<file path="src/rtl/cpu_pkg.sv">
// Shared datapath widths and index/data types for the pipelined 64-bit ARM core.
// Pure declarations: no logic, no latency, no flow control.
// Imported by every operand-stage file.
package cpu_pkg;
    localparam int DATA_W   = 64;
    localparam int REG_W    = 5;
    localparam int ZERO_REG = 31;

    typedef logic [REG_W-1:0]  reg_idx_t;
    typedef logic [DATA_W-1:0] data_t;

    localparam reg_idx_t XZR = reg_idx_t'(ZERO_REG);
endpackage

</file>
<file path="src/rtl/id_ex_operand_stage_if.sv">
// Signal bundle between the ID/EX stage and its neighbours (decode, regfile, EX/MEM, MEM/WB).
// Wires only; the stage itself adds one register cycle ID->EX.
// id_stall is the only backpressure signal and flows back toward IF/ID.
interface id_ex_operand_stage_if;
    import cpu_pkg::*;

    logic     id_valid;
    reg_idx_t id_rn;
    reg_idx_t id_rm;
    logic     id_uses_rn;
    logic     id_uses_rm;
    reg_idx_t id_rd;
    logic     id_reg_write;
    logic     id_mem_read;
    data_t    rf_read_data1;
    data_t    rf_read_data2;
    logic     mem_reg_write;
    reg_idx_t mem_rd;
    data_t    mem_result;
    logic     wb_reg_write;
    reg_idx_t wb_rd;
    data_t    wb_data;
    logic     ex_hold;
    logic     ex_flush;
    logic     id_stall;
    logic     ex_valid;
    reg_idx_t ex_rd;
    logic     ex_reg_write;
    logic     ex_mem_read;
    data_t    ex_op_a;
    data_t    ex_op_b;

    modport master (
        output id_valid, id_rn, id_rm, id_uses_rn, id_uses_rm, id_rd, id_reg_write,
               id_mem_read, rf_read_data1, rf_read_data2, mem_reg_write, mem_rd,
               mem_result, wb_reg_write, wb_rd, wb_data, ex_hold, ex_flush,
        input  id_stall, ex_valid, ex_rd, ex_reg_write, ex_mem_read, ex_op_a, ex_op_b
    );

    modport slave (
        input  id_valid, id_rn, id_rm, id_uses_rn, id_uses_rm, id_rd, id_reg_write,
               id_mem_read, rf_read_data1, rf_read_data2, mem_reg_write, mem_rd,
               mem_result, wb_reg_write, wb_rd, wb_data, ex_hold, ex_flush,
        output id_stall, ex_valid, ex_rd, ex_reg_write, ex_mem_read, ex_op_a, ex_op_b
    );
endinterface

</file>
<file path="src/rtl/fwd_mux.sv">
// Operand forwarding select: XZR -> 0, then EX/MEM, then MEM/WB, then the stored value.
// Purely combinational, zero cycles.
// No flow control.
module fwd_mux
    import cpu_pkg::*;
(
    input  reg_idx_t src,
    input  data_t    stored,
    input  logic     mem_en,
    input  reg_idx_t mem_rd,
    input  data_t    mem_val,
    input  logic     wb_en,
    input  reg_idx_t wb_rd,
    input  data_t    wb_val,
    output data_t    fwd_val
);
    always_comb begin
        fwd_val = stored;
        // EX/MEM is checked first because it holds the younger result.
        if (src == XZR)
            fwd_val = '0;
        else if (mem_en && mem_rd == src && mem_rd != XZR)
            fwd_val = mem_val;
        else if (wb_en && wb_rd == src && wb_rd != XZR)
            fwd_val = wb_val;
    end
endmodule

</file>
<file path="src/rtl/id_ex_operand_stage.sv">
// ID/EX boundary: captures decoded fields and bypassed regfile data, forwards at the EX side.
// Latency: 1 cycle ID->EX; forwarding is combinational.
// Backpressure: id_stall on load-use or ex_hold; load-use inserts a single bubble.
module id_ex_operand_stage
    import cpu_pkg::*;
(
    input logic             clk,
    input logic             reset,
    id_ex_operand_stage_if.slave bus
);
    logic     ex_valid_q;
    reg_idx_t ex_rd_q;
    logic     ex_reg_write_q;
    logic     ex_mem_read_q;
    reg_idx_t ex_rn_q;
    reg_idx_t ex_rm_q;
    data_t    op_a_q;
    data_t    op_b_q;
    data_t    cap_a;
    data_t    cap_b;
    logic     load_use;

    // The regfile writes on the same edge we capture, so its read data is stale
    // for a matching WB write; only the WB tuple can apply here.
    fwd_mux u_cap_a (
        .src(bus.id_rn), .stored(bus.rf_read_data1),
        .mem_en(1'b0), .mem_rd('0), .mem_val('0),
        .wb_en(bus.wb_reg_write), .wb_rd(bus.wb_rd), .wb_val(bus.wb_data),
        .fwd_val(cap_a)
    );

    fwd_mux u_cap_b (
        .src(bus.id_rm), .stored(bus.rf_read_data2),
        .mem_en(1'b0), .mem_rd('0), .mem_val('0),
        .wb_en(bus.wb_reg_write), .wb_rd(bus.wb_rd), .wb_val(bus.wb_data),
        .fwd_val(cap_b)
    );

    always_comb begin
        load_use = ex_valid_q && ex_mem_read_q && (ex_rd_q != XZR) && bus.id_valid &&
                   ((bus.id_uses_rn && bus.id_rn == ex_rd_q) ||
                    (bus.id_uses_rm && bus.id_rm == ex_rd_q));
    end

    assign bus.id_stall = load_use || bus.ex_hold;

    always_ff @(posedge clk) begin
        if (!reset) begin
            ex_valid_q     <= 1'b0;
            ex_rd_q        <= XZR;
            ex_reg_write_q <= 1'b0;
            ex_mem_read_q  <= 1'b0;
            ex_rn_q        <= '0;
            ex_rm_q        <= '0;
            op_a_q         <= '0;
            op_b_q         <= '0;
        end else if (bus.ex_hold) begin
            ex_valid_q <= ex_valid_q;
        end else if (bus.ex_flush || load_use) begin
            // Remaining fields go stale but are masked by ex_valid.
            ex_valid_q <= 1'b0;
        end else begin
            ex_valid_q     <= bus.id_valid;
            ex_rd_q        <= bus.id_rd;
            ex_reg_write_q <= bus.id_reg_write;
            ex_mem_read_q  <= bus.id_mem_read;
            ex_rn_q        <= bus.id_rn;
            ex_rm_q        <= bus.id_rm;
            op_a_q         <= cap_a;
            op_b_q         <= cap_b;
        end
    end

    assign bus.ex_valid     = ex_valid_q;
    assign bus.ex_rd        = ex_rd_q;
    assign bus.ex_reg_write = ex_reg_write_q && ex_valid_q;
    assign bus.ex_mem_read  = ex_mem_read_q && ex_valid_q;

    fwd_mux u_fwd_a (
        .src(ex_rn_q), .stored(op_a_q),
        .mem_en(bus.mem_reg_write), .mem_rd(bus.mem_rd), .mem_val(bus.mem_result),
        .wb_en(bus.wb_reg_write), .wb_rd(bus.wb_rd), .wb_val(bus.wb_data),
        .fwd_val(bus.ex_op_a)
    );

    fwd_mux u_fwd_b (
        .src(ex_rm_q), .stored(op_b_q),
        .mem_en(bus.mem_reg_write), .mem_rd(bus.mem_rd), .mem_val(bus.mem_result),
        .wb_en(bus.wb_reg_write), .wb_rd(bus.wb_rd), .wb_val(bus.wb_data),
        .fwd_val(bus.ex_op_b)
    );
endmodule

</file>
<file path="src/flat_wrapper.sv">
// flat-port wrapper written by rule: the top's interface ports become plain ports
module id_ex_operand_stage_flat import cpu_pkg::*;
  (clk, reset, bus_id_valid, bus_id_rn, bus_id_rm, bus_id_uses_rn, bus_id_uses_rm, bus_id_rd, bus_id_reg_write, bus_id_mem_read, bus_rf_read_data1, bus_rf_read_data2, bus_mem_reg_write, bus_mem_rd, bus_mem_result, bus_wb_reg_write, bus_wb_rd, bus_wb_data, bus_ex_hold, bus_ex_flush, bus_id_stall, bus_ex_valid, bus_ex_rd, bus_ex_reg_write, bus_ex_mem_read, bus_ex_op_a, bus_ex_op_b);
  id_ex_operand_stage_if bus_i ();
  input logic clk;
  input logic reset;
  input wire logic [$bits(bus_i.id_valid)-1:0] bus_id_valid;
  input wire logic [$bits(bus_i.id_rn)-1:0] bus_id_rn;
  input wire logic [$bits(bus_i.id_rm)-1:0] bus_id_rm;
  input wire logic [$bits(bus_i.id_uses_rn)-1:0] bus_id_uses_rn;
  input wire logic [$bits(bus_i.id_uses_rm)-1:0] bus_id_uses_rm;
  input wire logic [$bits(bus_i.id_rd)-1:0] bus_id_rd;
  input wire logic [$bits(bus_i.id_reg_write)-1:0] bus_id_reg_write;
  input wire logic [$bits(bus_i.id_mem_read)-1:0] bus_id_mem_read;
  input wire logic [$bits(bus_i.rf_read_data1)-1:0] bus_rf_read_data1;
  input wire logic [$bits(bus_i.rf_read_data2)-1:0] bus_rf_read_data2;
  input wire logic [$bits(bus_i.mem_reg_write)-1:0] bus_mem_reg_write;
  input wire logic [$bits(bus_i.mem_rd)-1:0] bus_mem_rd;
  input wire logic [$bits(bus_i.mem_result)-1:0] bus_mem_result;
  input wire logic [$bits(bus_i.wb_reg_write)-1:0] bus_wb_reg_write;
  input wire logic [$bits(bus_i.wb_rd)-1:0] bus_wb_rd;
  input wire logic [$bits(bus_i.wb_data)-1:0] bus_wb_data;
  input wire logic [$bits(bus_i.ex_hold)-1:0] bus_ex_hold;
  input wire logic [$bits(bus_i.ex_flush)-1:0] bus_ex_flush;
  output wire logic [$bits(bus_i.id_stall)-1:0] bus_id_stall;
  output wire logic [$bits(bus_i.ex_valid)-1:0] bus_ex_valid;
  output wire logic [$bits(bus_i.ex_rd)-1:0] bus_ex_rd;
  output wire logic [$bits(bus_i.ex_reg_write)-1:0] bus_ex_reg_write;
  output wire logic [$bits(bus_i.ex_mem_read)-1:0] bus_ex_mem_read;
  output wire logic [$bits(bus_i.ex_op_a)-1:0] bus_ex_op_a;
  output wire logic [$bits(bus_i.ex_op_b)-1:0] bus_ex_op_b;
  assign bus_i.id_valid = bus_id_valid;
  assign bus_i.id_rn = bus_id_rn;
  assign bus_i.id_rm = bus_id_rm;
  assign bus_i.id_uses_rn = bus_id_uses_rn;
  assign bus_i.id_uses_rm = bus_id_uses_rm;
  assign bus_i.id_rd = bus_id_rd;
  assign bus_i.id_reg_write = bus_id_reg_write;
  assign bus_i.id_mem_read = bus_id_mem_read;
  assign bus_i.rf_read_data1 = bus_rf_read_data1;
  assign bus_i.rf_read_data2 = bus_rf_read_data2;
  assign bus_i.mem_reg_write = bus_mem_reg_write;
  assign bus_i.mem_rd = bus_mem_rd;
  assign bus_i.mem_result = bus_mem_result;
  assign bus_i.wb_reg_write = bus_wb_reg_write;
  assign bus_i.wb_rd = bus_wb_rd;
  assign bus_i.wb_data = bus_wb_data;
  assign bus_i.ex_hold = bus_ex_hold;
  assign bus_i.ex_flush = bus_ex_flush;
  assign bus_id_stall = bus_i.id_stall;
  assign bus_ex_valid = bus_i.ex_valid;
  assign bus_ex_rd = bus_i.ex_rd;
  assign bus_ex_reg_write = bus_i.ex_reg_write;
  assign bus_ex_mem_read = bus_i.ex_mem_read;
  assign bus_ex_op_a = bus_i.ex_op_a;
  assign bus_ex_op_b = bus_i.ex_op_b;
  id_ex_operand_stage u_core (.clk(clk), .reset(reset), .bus(bus_i));
endmodule
</file>
<file path="config.mk">
export PLATFORM = sky130hd
export DESIGN_NAME = id_ex_operand_stage_flat
export DESIGN_NICKNAME = d
export VERILOG_FILES = /design/src/rtl/cpu_pkg.sv /design/src/rtl/id_ex_operand_stage_if.sv /design/src/rtl/fwd_mux.sv /design/src/rtl/id_ex_operand_stage.sv /design/src/flat_wrapper.sv
export SDC_FILE = /design/constraint.sdc
export NUM_CORES = 1
export LEC_CHECK = 0
export ABC_AREA = 1
export CAP_MARGIN = 20
export CORE_MARGIN = 5
export CORE_UTILIZATION = 35
export CTS_CLUSTER_DIAMETER = 100
export DETAILED_ROUTE_END_ITERATION = 8
export SLEW_MARGIN = 40
export SYNTH_ARGS = -nofsm -noshare
export SYNTH_HDL_FRONTEND = slang
export SYNTH_SLANG_ARGS = --single-unit
</file>
<file path="constraint.sdc">
create_clock -name clk -period 4.55 [get_ports clk]
set_input_delay 1.1375 -clock clk [delete_from_list [all_inputs] [get_ports clk]]
set_output_delay 1.1375 -clock clk [all_outputs]
set_load 0.03 [all_outputs]
</file>
=== Word-level counts from Yosys, hierarchy flattened ===
Index checks and enable logic that the tools add are counted.

* Register bits: 146
* Bits of input ports: 292
* Output and inout port bits: 137
* Logic and storage cells: 59

* Equality and inequality tests: 15
* Muxes and demuxes: 11
* Bitwise gates (word level): 2
* Reductions and logical operators: 23

{| class="wikitable"
|+ Operators by type and width
! operator !! number
|-
| two-way mux 64 bit || 10
|-
| equality test 5 bit || 8
|-
| equality test 5 bit, second input constant || 4
|-
| logical AND 1 bit || 19
|-
| != test 5 bit, second input constant || 3
|-
| logical OR 1 bit || 3
|-
| inverter 1 bit || 2
|-
| AND reduction 2 bit || 1
|-
| two-way mux 1 bit || 1
|}

=== Longest topological paths before layout ===
Gate-level depths: netlist (run 1).

* Word-level depth: 7
* Gate-level depth with buffers: 13
* Mapped depth without buffers: 12

=== Modules after synthesis ===
A second synthesis (run 1) with hierarchy kept.

* Cells, all modules: 3,189
* Area total of the unflattened synthesis: 17,912.2 sq um

{| class="wikitable"
|+ Modules (own cells, without submodules)
! module !! instances !! cells each !! area each (sq um) !! sequential area each (sq um)
|-
| fwd_mux || 4 || 547 || 2,778.9 || 0.0
|-
| id_ex_operand_stage || 1 || 1,001 || 6,796.5 || 2,922.8
|}

=== Worst setup path before layout (run 1) ===
Ideal clock, no wire load.

* Path type: input -> output
* Start point: input bus_wb_rd[2]
* End point: output bus_ex_op_b[10]
* Data arrival time: 2.412 ns
* Required time: 3.413 ns
* Setup slack: 1.001 ns
* Cell stages on the path: 9
* Buffers on the path: 3
* Path through: buf_2 -> xor2_1 -> nor3_2 -> buf_2 -> buf_4 -> nand3_1 -> nand3_1 -> nand3_1 -> inv_1

* Longest elaborated chain between the ends: 6
* Elaborated cells on any way between the ends: 7
* Classes of those cells: eq/ne: 2; mux: 3; reduce/logical: 2

{| class="wikitable"
|+ RTL lines
! item !! line !! source
|-
| start: declaration || flat_wrapper.sv:21 || <nowiki>input wire logic [$bits(bus_i.wb_rd)-1:0] bus_wb_rd;</nowiki>
|-
| equality test 5 bit || fwd_mux.sv:24 || <nowiki>else if (wb_en && wb_rd == src && wb_rd != XZR)</nowiki>
|-
| logical AND 1 bit || fwd_mux.sv:24 ||
|-
| logical AND 1 bit (*) || fwd_mux.sv:24 ||
|-
| two-way mux 64 bit (*) || fwd_mux.sv:24 ||
|-
| two-way mux 64 bit (*) || fwd_mux.sv:22 || <nowiki>else if (mem_en && mem_rd == src && mem_rd != XZR)</nowiki>
|-
| two-way mux 64 bit (*) || fwd_mux.sv:20 || <nowiki>if (src == XZR)</nowiki>
|-
| end: declaration || flat_wrapper.sv:31 || <nowiki>output wire logic [$bits(bus_i.ex_op_b)-1:0] bus_ex_op_b;</nowiki>
|}

Mark *: on every way between the ends. The rest lies on a longest branch, timed or not.

=== Worst setup path in the final report (run 1) ===
* Start point: input bus_mem_rd[0]
* End point: output bus_ex_op_a[51]

* Longest elaborated chain between the ends: 5
* Elaborated cells on any way between the ends: 6
* Classes of those cells: eq/ne: 2; mux: 2; reduce/logical: 2

{| class="wikitable"
|+ RTL lines
! item !! line !! source
|-
| start: declaration || flat_wrapper.sv:18 || <nowiki>input wire logic [$bits(bus_i.mem_rd)-1:0] bus_mem_rd;</nowiki>
|-
| equality test 5 bit || fwd_mux.sv:22 ||
|-
| logical AND 1 bit || fwd_mux.sv:22 ||
|-
| logical AND 1 bit (*) || fwd_mux.sv:22 ||
|-
| two-way mux 64 bit (*) || fwd_mux.sv:22 ||
|-
| two-way mux 64 bit (*) || fwd_mux.sv:20 ||
|-
| end: declaration || flat_wrapper.sv:30 || <nowiki>output wire logic [$bits(bus_i.ex_op_a)-1:0] bus_ex_op_a;</nowiki>
|}

Marked as above.

==> flow_metrics.env, run 1 <==
export IMPL_drcViolationCount=0
export IMPL_synth_ff_type="dfxtp_1"
export IMPL_r2r_start="u_core.bus.ex_rd[1]"
export IMPL_start_kind="input pin"
export IMPL_gr_total_overflow=0
export IMPL_core_um2=38500
export IMPL_cts_inserted_buffers=17
export IMPL_hp_start="u_core.op_b_q[48]"
export IMPL_whs_ns=0.481
export IMPL_ctsHoldBuffers=0
export IMPL_path_cells="clkdlybuf4s50_1 > xor2_1 > nor3_2 > buf_4 > buf_6 > nand3_1 > nand3_1 > inv_1 > buf_4"
export IMPL_synth_area_leaders="dfxtp_1 (22%), nand3_1 (21%), nand2_1 (18%)"
export IMPL_endpoint_kind="primary output"
export IMPL_fp_dieW_um=207
export IMPL_ys_seq_area_share_pct=21.6
export IMPL_synth_most_common_cell="nand2_1"
export IMPL_r2r_end="u_core.op_a_q[29]"
export IMPL_avgSynthCellArea_um2=5.28
export IMPL_synth_edf_count=0
export IMPL_hold_path_end="u_core.op_b_q[48]"
export IMPL_worstPathArrival_ns=3.30
export IMPL_grt_pass1_vias=17181
export IMPL_grt_max_degree=77
export IMPL_ys_types=30
export IMPL_synthCells=2561
export IMPL_final_util_pct=49.1
export IMPL_stdcell_area_um2=18900
export IMPL_post_route_period_util_pct=97.5
export IMPL_cts_tree="built"
export IMPL_placed_cells=3415
export IMPL_gr_usage_all_layers_pct=29.2
export IMPL_synth_nets=2853
export IMPL_grt_pass1_wl_um=97700
export IMPL_hold_path_class="reg2reg"
export IMPL_synth_seq_cells=146
export IMPL_io_pins=429
export IMPL_final_nets=3210
export IMPL_async_flop_share_pct=0
export IMPL_max_cap_violations=0
export IMPL_start_util_pct=35.2
export IMPL_yosys_area_top_type="dfxtp_1"
export IMPL_worst_slew_pin_slew_ns=0.790
export IMPL_max_clock_freq_ghz=0.225
export IMPL_antenna_found_initial=8
export IMPL_maxSlewViolCount=0
export IMPL_dieArea_um2=42700
export IMPL_clk_path_buf_depth=2
export IMPL_yosys_top_cells_count="nand2_1 (652), nand3_1 (565), inv_1 (420)"
export IMPL_clk_latency_ns=0.44
export IMPL_power_density_nw_per_um2=244
export IMPL_vias=17689
export IMPL_place_congestion=0.946
export IMPL_die_h_um=207
export IMPL_finClkSkew_ns=0.0111
export IMPL_crit_type="in2out"
export IMPL_r2r_cells=13
export IMPL_drt_wl_total_um=64900
export IMPL_synth_top_cell_area_share_pct=21.6
export IMPL_rsz0062_at_grt="no"
export IMPL_first_pass_iters=6
export IMPL_crit_slowest_cell="clkdlybuf4s50_1"
export IMPL_std_cell_rows=72
export IMPL_viasPerCell=5.12
export IMPL_path_max_fanout=24
export IMPL_drtIter0Drc=1495
export IMPL_vdd_drop_max_v=0.000257
export IMPL_status="complete, no violations"
export IMPL_clk_pin_slew_ns=0.07
export IMPL_whs_path_depth=2
export IMPL_ant_nets=0
export IMPL_slew_headroom_pct=47.3
export IMPL_critical_path_required_ns=3.41
export IMPL_setup_violations=0
export IMPL_power_static_leakage_nw=10.5
export IMPL_routedWlPerCell_um=18.8
export IMPL_dpl_cell_area_um2=18300
export IMPL_drive_above_1_share_pct=9.66
export IMPL_hold_viol=0
export IMPL_cts_htree_levels=4
export IMPL_cts_root_buf="clkbuf_16"
export IMPL_cpPeakStageDelay_ns=0.45
export IMPL_period_minus_slack_ns=4.44
export IMPL_cts_sinks=146
export IMPL_io_buffers=428
export IMPL_setup_tns_ns=0
export IMPL_synth_warnings=0
export IMPL_netlist_area_um2=13500
export IMPL_syn_to_final_growth_pct=39.5
export IMPL_dp_hpwl_um=46600
export IMPL_fin_cells=3456
export IMPL_r2r_slack_ns=2.17
==> power by group <==
| part | internal (mW) | leakage (nW) | switching (mW) |
|---|---|---|---|
| Sequential | 1.37 | 1.21 | 0.0595 |
| Combinational | 0.685 | 9.06 | 1.05 |
| Clock | 0.790 | 0.269 | 0.655 |
==> kinds of logic after synthesis <==
kind of cell | share of synthesized area (%)
xor+xnor | 0.647
compound gates | 3.66
buf+inv | 19.6
flops | 21.6
simple gates | 54.5
==> timing repair <==
item / 4_1_cts / 5_1_grt
endpoints found under the hold margin: 0 / 0
buffers inserted: 0 / 2
pin swaps: 0 / 1
resized for setup: 20 / 5
setup endpoints to repair: 18 / 70
==> cell usage in the layout (no fill, tap or decap), types with 10 or more instances in the layout <==
cell type        count
clkbuf_16           17
buf_4              191
a21boi_1            43
buf_12              18
dlygate4sd2_1       18
nor2_1             398
clkdlybuf4s50_1    297
inv_1              420
nand3_1            562
a21oi_1             10
nand4_1             66
o21ai_0             14
nand2_1            650
dfxtp_1            146
==> per-layer routing <==
layer | share of wire, % | routed length (um) | GRT usage, %
met1 | 41 | 26500 | 37.1
met2 | 48 | 31400 | 50.3
met3 | 8.0 | 5160 | 4.01
met4 | 2.8 | 1790 | 10.7
met5 | 0.037 | 24 | 0
==> critical path, delay by kind of cell <==
family | cells | cell delay (ns)
XOR/XNOR | 1 | 0.17
buffers and inverters | 5 | 1.33
AND/OR/NAND/NOR | 3 | 0.63
==> sequential cells by signal, indices dropped and copies added (netlist names) <==
name                   flops
u_core.ex_reg_write_q      1
u_core.op_a_q             64
u_core.ex_rn_q             5
u_core.ex_mem_read_q       1
u_core.bus.ex_rd           5
u_core.bus.ex_valid        1
u_core.op_b_q             64
u_core.ex_rm_q             5
==> cell type report <==
cell class	instances	area, um2
diodes	7	17.5
clock buffers	19	453
multi-input cells	1793	8090
flip-flops and latches	146	2920
repair buffers	531	5010
clock inverters	13	125
fillers	4175	19600
inverters	429	1610
well taps	518	648
==> worst max-delay path by stage <==
| stage | start | cells after the start | end |
|---|---|---|---|
| 2_1_floorplan | bus_wb_rd[2] | 9 | bus_ex_op_b[10] |
| 3_3_place_gp | bus_mem_rd[4] | 11 | bus_ex_op_a[63] |
| 3_5_place_dp | bus_mem_rd[4] | 10 | bus_ex_op_a[3] |
| 4_1_cts | bus_wb_rd[1] | 12 | bus_ex_op_b[62] |
| 5_1_grt | bus_mem_rd[2] | 11 | bus_ex_op_a[62] |
| 6_report | bus_mem_rd[0] | 9 | bus_ex_op_a[51] |
==> per-stage QoR <==
step                power (mW)  worst slack [ns]
floorplan                 2.38              1.00
global placement          3.17            -0.132
detailed placement        3.18            -0.121
CTS                       4.61            0.0168
global route              4.83            0.0190
finish                    4.60             0.115
Note: power is estimated with default switching activity, not from simulation.
==> run 2, diff against run 1 <==
- DONT_BUFFER_PORTS: not set -> 1
==> run 2 against run 1 <==
Flip-flop and latch count did not move. Sequential power about the same. Fmax up 10%. Clock skew is essentially flat. Routed wire length is 12% lower. Core utilization fell by 12 points. Die area stayed put. Count of clock-buffer cells in the layout is the same. Power fell by 9.8%. Largest power group is now the clock network. Highest routed layer unchanged.
==> flow_metrics.env, run 2 (synthesis gave the netlist of run 1 again) <==
export IMPL_setup_violations=0
export IMPL_clk_pin_slew_ns=0.06
export IMPL_first_pass_iters=9
export IMPL_slew_headroom_pct=38.9
export IMPL_cts_tree="built"
export IMPL_die_h_um=207
export IMPL_syn_to_final_growth_pct=5.50
export IMPL_nFillCells=4355
export IMPL_worstPathArrival_ns=2.89
export IMPL_whs_ns=0.482
export IMPL_antenna_found_initial=2
export IMPL_worst_slew_pin_slew_ns=0.917
export IMPL_ctsHoldBuffers=0
export IMPL_clk_latency_ns=0.44
export IMPL_cts_sinks=146
export IMPL_place_congestion=0.972
export IMPL_io_buffers=0
export IMPL_final_util_pct=37.1
export IMPL_power_density_nw_per_um2=291
export IMPL_critical_path_required_ns=3.41
export IMPL_preCtsSetupSlack_ns=0.596
export IMPL_io_pins=429
export IMPL_finClkSkew_ns=0.0115
export IMPL_cts_root_buf="clkbuf_16"
export IMPL_stdcell_area_um2=14300
export IMPL_multi_input_area_um2=8110
export IMPL_dp_hpwl_um=37700
export IMPL_gr_total_overflow=0
export IMPL_grt_pass1_vias=15082
export IMPL_power_static_leakage_nw=8.27
export IMPL_maxSlewViolCount=0
export IMPL_period_minus_slack_ns=4.03
export IMPL_hold_viol=0
export IMPL_drt_wl_total_um=56900
export IMPL_vias=16135
export IMPL_power_mw=4.15
export IMPL_std_cell_rows=72
export IMPL_max_clock_freq_ghz=0.248
export IMPL_setup_tns_ns=0
export IMPL_drtIter0Drc=1969
export IMPL_max_cap_violations=0
export IMPL_postCtsSetupBuffers=0
export IMPL_rsz0062_at_grt="no"
export IMPL_drive_above_1_share_pct=4.11
export IMPL_post_route_period_util_pct=88.5
export IMPL_start_kind="input pin"
export IMPL_layout_common_cells="nand2_1 (650), nand3_1 (562), inv_1 (420)"
export IMPL_start_util_pct=35.2
export IMPL_grt_max_degree=147
export IMPL_gr_usage_all_layers_pct=25.4
export IMPL_cts_resized_gates=0
export IMPL_vdd_drop_max_v=0.000224
export IMPL_routedWlPerCell_um=19.3
export IMPL_status="complete, no violations"
export IMPL_core_um2=38500
export IMPL_final_nets=2713
export IMPL_cts_htree_levels=4
export IMPL_path_max_fanout=64
export IMPL_final_common_cell="nand2_1"
export IMPL_crit_type="in2out"
export IMPL_largestRegisters="u_core.op_a_q x64, u_core.op_b_q x64"
export IMPL_clk_path_buf_depth=2
export IMPL_grt_pass1_wl_um=85400
export IMPL_antenna_cells=0
export IMPL_dpl_cell_area_um2=13600
export IMPL_hold_path_class="reg2reg"
export IMPL_placed_cells=2920
export IMPL_seq_area_um2=2920
export IMPL_drcViolationCount=0
export IMPL_ant_nets=0
export IMPL_dieArea_um2=42700
export IMPL_viasPerCell=5.47
export IMPL_fp_dieW_um=207
export IMPL_fin_cells=2951
export IMPL_setup_ws_ns=0.523
export IMPL_cts_inserted_buffers=17
export IMPL_endpoint_kind="primary output"
## run 2: cell count changes in the layout (fill, tap and decap cells not counted), moves of 3 or more
cell / before / now
buf_12: 18 / 8
bufinv_16: 1 / 4
buf_6: 5 / 0
dlygate4sd2_1: 18 / 0
diode_2: 7 / 0
clkinvlp_4: 5 / 2
buf_4: 191 / 25
clkdlybuf4s50_1: 297 / 0
## run 2: worst paths after layout
check	endpoint	startpoint	slack, ns	cells past startpoint
max	bus_ex_op_a[39]	bus_wb_rd[2]	0.52	9
min	u_core.op_b_q[36]	u_core.op_b_q[36]	0.48	2
max reg2reg	u_core.op_a_q[32]	u_core.bus.ex_rd[1]	2.05	12
min reg2reg	u_core.op_b_q[36]	u_core.op_b_q[36]	0.48	2
## run 2: critical path: stages
cell     delay [ns]
inv_2          0.02
nand2_1        0.04
nand3_1        0.12
nor2_4         0.14
buf_4          0.66
nand4_1        0.19
nand3_1        0.17
nand3_1        0.08
inv_1          0.24
## run 2: layer usage
metal	GRT usage, %	wire length (um)
met5	0	27
met4	11.9	2250
met3	5.26	5570
met2	41.0	25900
met1	32.6	23100
## run 2: final cells by class
class                           instances  area share (%)
Timing Repair Buffer                   34            2.54
Clock buffer                           19            3.10
Multi-Input combinational cell       1793            56.8
Inverter                              429            11.3
Sequential cell                       146            20.5
Clock inverter                         12            1.26
Tap cell                              518            4.54
## run 2: report_power, final
group	internal, mW	total, mW	switching, mW
Clock	0.934	1.56	0.630
Sequential	1.37	1.43	0.0637
Combinational	0.286	1.16	0.873
